File: src/rtl/mu0_control.sv
// MU0 control unit: FETCH/EXEC/HALT sequencer driving datapath enables,
// ALU operand/function selects and memory strobes.
module mu0_control (
  input  logic       Clk,
  input  logic       nReset,
  input  logic [3:0] IR_op,
  input  logic       N,
  input  logic       Z,
  input  logic       MemRdy,
  output logic       PC_En,
  output logic       IR_En,
  output logic       ACC_En,
  output logic       Addr_sel,
  output logic       X_sel,
  output logic       Y_sel,
  output logic [1:0] ALU_fs,
  output logic       Rd,
  output logic       Wr,
  output logic       Halted
);

  typedef enum logic [1:0] {
    FETCH = 2'd0,
    EXEC  = 2'd1,
    HALT  = 2'd2
  } state_t;

  state_t state_q, state_d;

  always_ff @(posedge Clk or negedge nReset) begin
    if (!nReset) state_q <= FETCH;
    else         state_q <= state_d;
  end

  // Outputs are gated by nReset so they drop to 0 the instant reset asserts.
  always_comb begin
    PC_En    = 1'b0;
    IR_En    = 1'b0;
    ACC_En   = 1'b0;
    Addr_sel = 1'b0;
    X_sel    = 1'b0;
    Y_sel    = 1'b0;
    ALU_fs   = 2'b00;
    Rd       = 1'b0;
    Wr       = 1'b0;
    Halted   = 1'b0;
    state_d  = state_q;

    if (nReset) begin
      case (state_q)
        FETCH: begin
          Rd     = 1'b1;
          X_sel  = 1'b1;
          ALU_fs = 2'b11;
          IR_En  = MemRdy;
          PC_En  = MemRdy;
          if (MemRdy) state_d = EXEC;
        end

        EXEC: begin
          state_d = FETCH;
          case (IR_op)
            4'd0, 4'd2, 4'd3: begin
              Addr_sel = 1'b1;
              Rd       = 1'b1;
              ACC_En   = MemRdy;
              if (IR_op == 4'd2)      ALU_fs = 2'b01;
              else if (IR_op == 4'd3) ALU_fs = 2'b10;
              if (!MemRdy) state_d = EXEC;
            end
            4'd1: begin
              Addr_sel = 1'b1;
              Wr       = 1'b1;
              if (!MemRdy) state_d = EXEC;
            end
            4'd4: begin
              Y_sel = 1'b1;
              PC_En = 1'b1;
            end
            4'd5: begin
              if (!N) begin
                Y_sel = 1'b1;
                PC_En = 1'b1;
              end
            end
            4'd6: begin
              if (!Z) begin
                Y_sel = 1'b1;
                PC_En = 1'b1;
              end
            end
            4'd7:    state_d = HALT;
            default: state_d = FETCH;
          endcase
        end

        HALT: Halted = 1'b1;

        default: state_d = FETCH;
      endcase
    end
  end

endmodule

File: config.mk
export PLATFORM = sky130hd
export DESIGN_NAME = mu0_control
export DESIGN_NICKNAME = d
export VERILOG_FILES = /design/src/rtl/mu0_control.sv
export SDC_FILE = /design/constraint.sdc
export NUM_CORES = 1
export LEC_CHECK = 0
export CORE_AREA = 2 2 39 41
export DETAILED_ROUTE_END_ITERATION = 10
export DIE_AREA = 0 0 41 43
export PLACE_DENSITY_LB_ADDON = 0.05
export SLEW_MARGIN = 0
export SYNTH_ARGS = -nofsm -noshare
export SYNTH_HDL_FRONTEND = slang
export SYNTH_SLANG_ARGS = --single-unit
File: constraint.sdc
create_clock -name Clk -period 1.8 [get_ports Clk]
set_clock_uncertainty 0.15 [all_clocks]
set_input_delay 0.36 -clock Clk [delete_from_list [all_inputs] [get_ports Clk]]
set_output_delay 0.36 -clock Clk [all_outputs]
set_load 0.005 [all_outputs]
==> flow_metrics.tcl, run 1 <==
set metrics [dict create \
    vdd_drop_max_mv 0.314 \
    tightestPinTransition_ps 275 \
    final.min_clock_period_ps 1830 \
    top_register "state_q" \
    synth.area.top_cells "dfrtp_1 (22%), a21o_1 (10%), nand2_1 (10%)" \
    p_sw_frac 0.284 \
    clock-sinks 2 \
    drc_errors 0 \
    grt_usage 0.0963 \
    multi_input_area_um2 193 \
    cts_made_buffers 3 \
    synth.net_count 40 \
    power_frac_comb 0.497 \
    fin_area_um2 557 \
    cts_buffer_depth 2 \
    syn_inst 31 \
    antenna_found_initial 0 \
    grt_max_degree 7 \
    cp_slowest_cell "dlygate4sd2_1" \
    dieArea_um2 1760 \
    dr_total_vias 347 \
    pwr-share-clk 0.320 \
    rsz0062_at_grt "yes" \
    syn_area_um2 223 \
    clock_latency_ps 220 \
    drv.max_cap_violation_count 0 \
    die_x_um 41 \
    ant_nets 0 \
    detail_route.wirelength_um 779 \
    setup_viol_count_final 1 \
    crit_path_start_kind "primary input" \
    place_inst 76 \
    fmax_ghz 0.546 \
    status "finished with violations" \
    n_antenna_cell 0 \
    fin_ws_ps -30.5 \
    clk_transition_reported_paths_ps 30 \
    cp_max_fo 3 \
    utilization 0.402 \
    p_per_area_nw_per_um2 548 \
    path_cells "dlygate4sd2_1, nor2b_4, and4b_1, buf_4, a21o_1, buf_2" \
    synth_top_area_frac 0.225 \
    vias_per_cell 4.13 \
    yosysSeqAreaShare 0.225 \
    portBuffers 19 \
    cp_data_arrival_time_ps 1320 \
    required_ps 1290 \
    place_congestion 0.765 \
    die_y_um 43 \
    p_int_uw 218 \
    regArea_um2 50.0 \
    synth_cell_types 16 \
    coreArea_um2 1380 \
    grt_pass1_vias 338 \
    cts_tree "yes" \
    critPathTopFamily "buffers and inverters" \
    p_switching_uw 86.8 \
    hold_viol_final 0 \
    layout_common_cells "buf_4 (11), buf_2 (8), dlygate4sd2_1 (7)" \
    root_buffer "clkbuf_4" \
    boundaryPins 20 \
    top_regs "state_q (2)" \
    place_ws_ps -611 \
    dp_hpwl_um 627 \
    start_util 0.161 \
    avgSynthCellArea_um2 7.18 \
    p_leak_nw 0.326 \
    slew_viol_final 0 \
    cp_slowest_stage_delay_ps 240 \
    htreeDepth 1 \
    crit_type "primary input to output port" \
    ys_seq_elements 2 \
    synth_largest_area_cell "dfrtp_1" \
    dr.first_iter.drc_count 1 \
    postPlaceCellArea_um2 508 \
    slew_headroom 0.814 \
    finalCritPeriodShare 1.02 \
    cp-end-kind "output port" \
    hold_class "primary input to asynchronous set/reset pin" \
    nNetsFinal 79 \
    drive_above_1_share 0.559 \
    final_cells 84 \
    dr.pass1.iters 4 \
    rows 14 \
    fillers 150 \
    grt_overflow 0 \
    final_common_cell "buf_4" \
    area_growth_syn_to_layout_pct 150 \
    violations "negative setup slack" \
    crit_buf_inv 3 \
    largest_register_ffs 2 \
    seq_power_share 0.182 \
    post_drt_wl_per_cell_um 9.27 \
    grt_pass1_wl_um 1200 \
    yosys_warnings 0 \
]
## per-layer routing
layer	part of all wire	track usage	routed length (µm)
met1	0.39	0.106	307
met4	0	0.0600	0
met2	0.56	0.169	437
met5	0	0	0
met3	0.044	0	34
## final timing paths
kind	startpoint	endpoint	cells past startpoint	slack, ps
max	nReset	PC_En	6	-30
min in group Clk	state_q[1]	state_q[1]	2	510
max in group asynchronous	nReset	state_q[1]	2	1380
max reg2reg	state_q[0]	state_q[1]	4	450
min	nReset	state_q[0]	2	20
min reg2reg	state_q[1]	state_q[1]	2	510
## worst reg2reg max path: cells and delay by family (launching register included)
kind | cells | cell delay [ps]
flip-flops | 1 | 380
buffers and inverters | 2 | 250
AO/OA/AOI/OAI | 1 | 250
AND/OR/NAND/NOR | 1 | 200
## cell families (layout without fill, tap and decap cells)
logic type | count (synthesis) | count (layout) | share of synthesized area
AOI/OAI and AO/OA | 8 | 8 | 0.258
and+or+nand+nor | 19 | 19 | 0.483
buffers and inverters | 2 | 39 | 0.0337
DFF | 2 | 2 | 0.225
## Yosys cell counts, drive strengths merged
library cell,number
nand2,6
nor2,4
a21o,3
nand2b,3
o21ai,3
and2,2
dfrtp,2
inv,2
nand3,2
a32o,1
and4b,1
nor2b,1
o41ai,1
## what timing repair did
action,CTS,global route
pin swaps,8,3
resized for setup,51,6
endpoints found under the hold margin,0,0
hold buffers,0,0
endpoints found under the setup margin,11,8
cloned,0,0
buffers inserted,5,0
## power groups by stage
| stage | logic, mW | registers [mW] | clock network [mW] |
|---|---|---|---|
| floorplan | 0.0413 | 0.0574 | 0 |
| global placement | 0.142 | 0.0558 | 0 |
| detailed placement | 0.142 | 0.0555 | 0 |
| CTS | 0.151 | 0.0556 | 0.105 |
| global route | 0.165 | 0.0564 | 0.108 |
| finish | 0.152 | 0.0557 | 0.0977 |
## metrics by stage
| stage | setup TNS, ps | hold WS [ps] | total power, mW |
|---|---|---|---|
| floorplan | 0 | -85.6 | 0.0987 |
| global placement | -5680 | 437 | 0.197 |
| detailed placement | -5830 | 438 | 0.198 |
| CTS | -41.3 | 14.7 | 0.312 |
| global route | -137 | 30.8 | 0.329 |
| finish | -30.5 | 19.7 | 0.305 |
## area by class of cell
cell class,instances,share of cell area
repair buffers,34,0.474
multi-input cells,27,0.346
flip-flops and latches,2,0.0899
clock buffers,3,0.0404
well taps,16,0.0360
inverters,2,0.0135
(Power assumes the default switching activity.)
==> run 2: changes to the inputs <==
- CTS_BUF_LIST: default -> sky130_fd_sc_hd__clkbuf_4
==> results of run 2 <==
The final DEF is identical to that of run 1; final timing and power are the same.
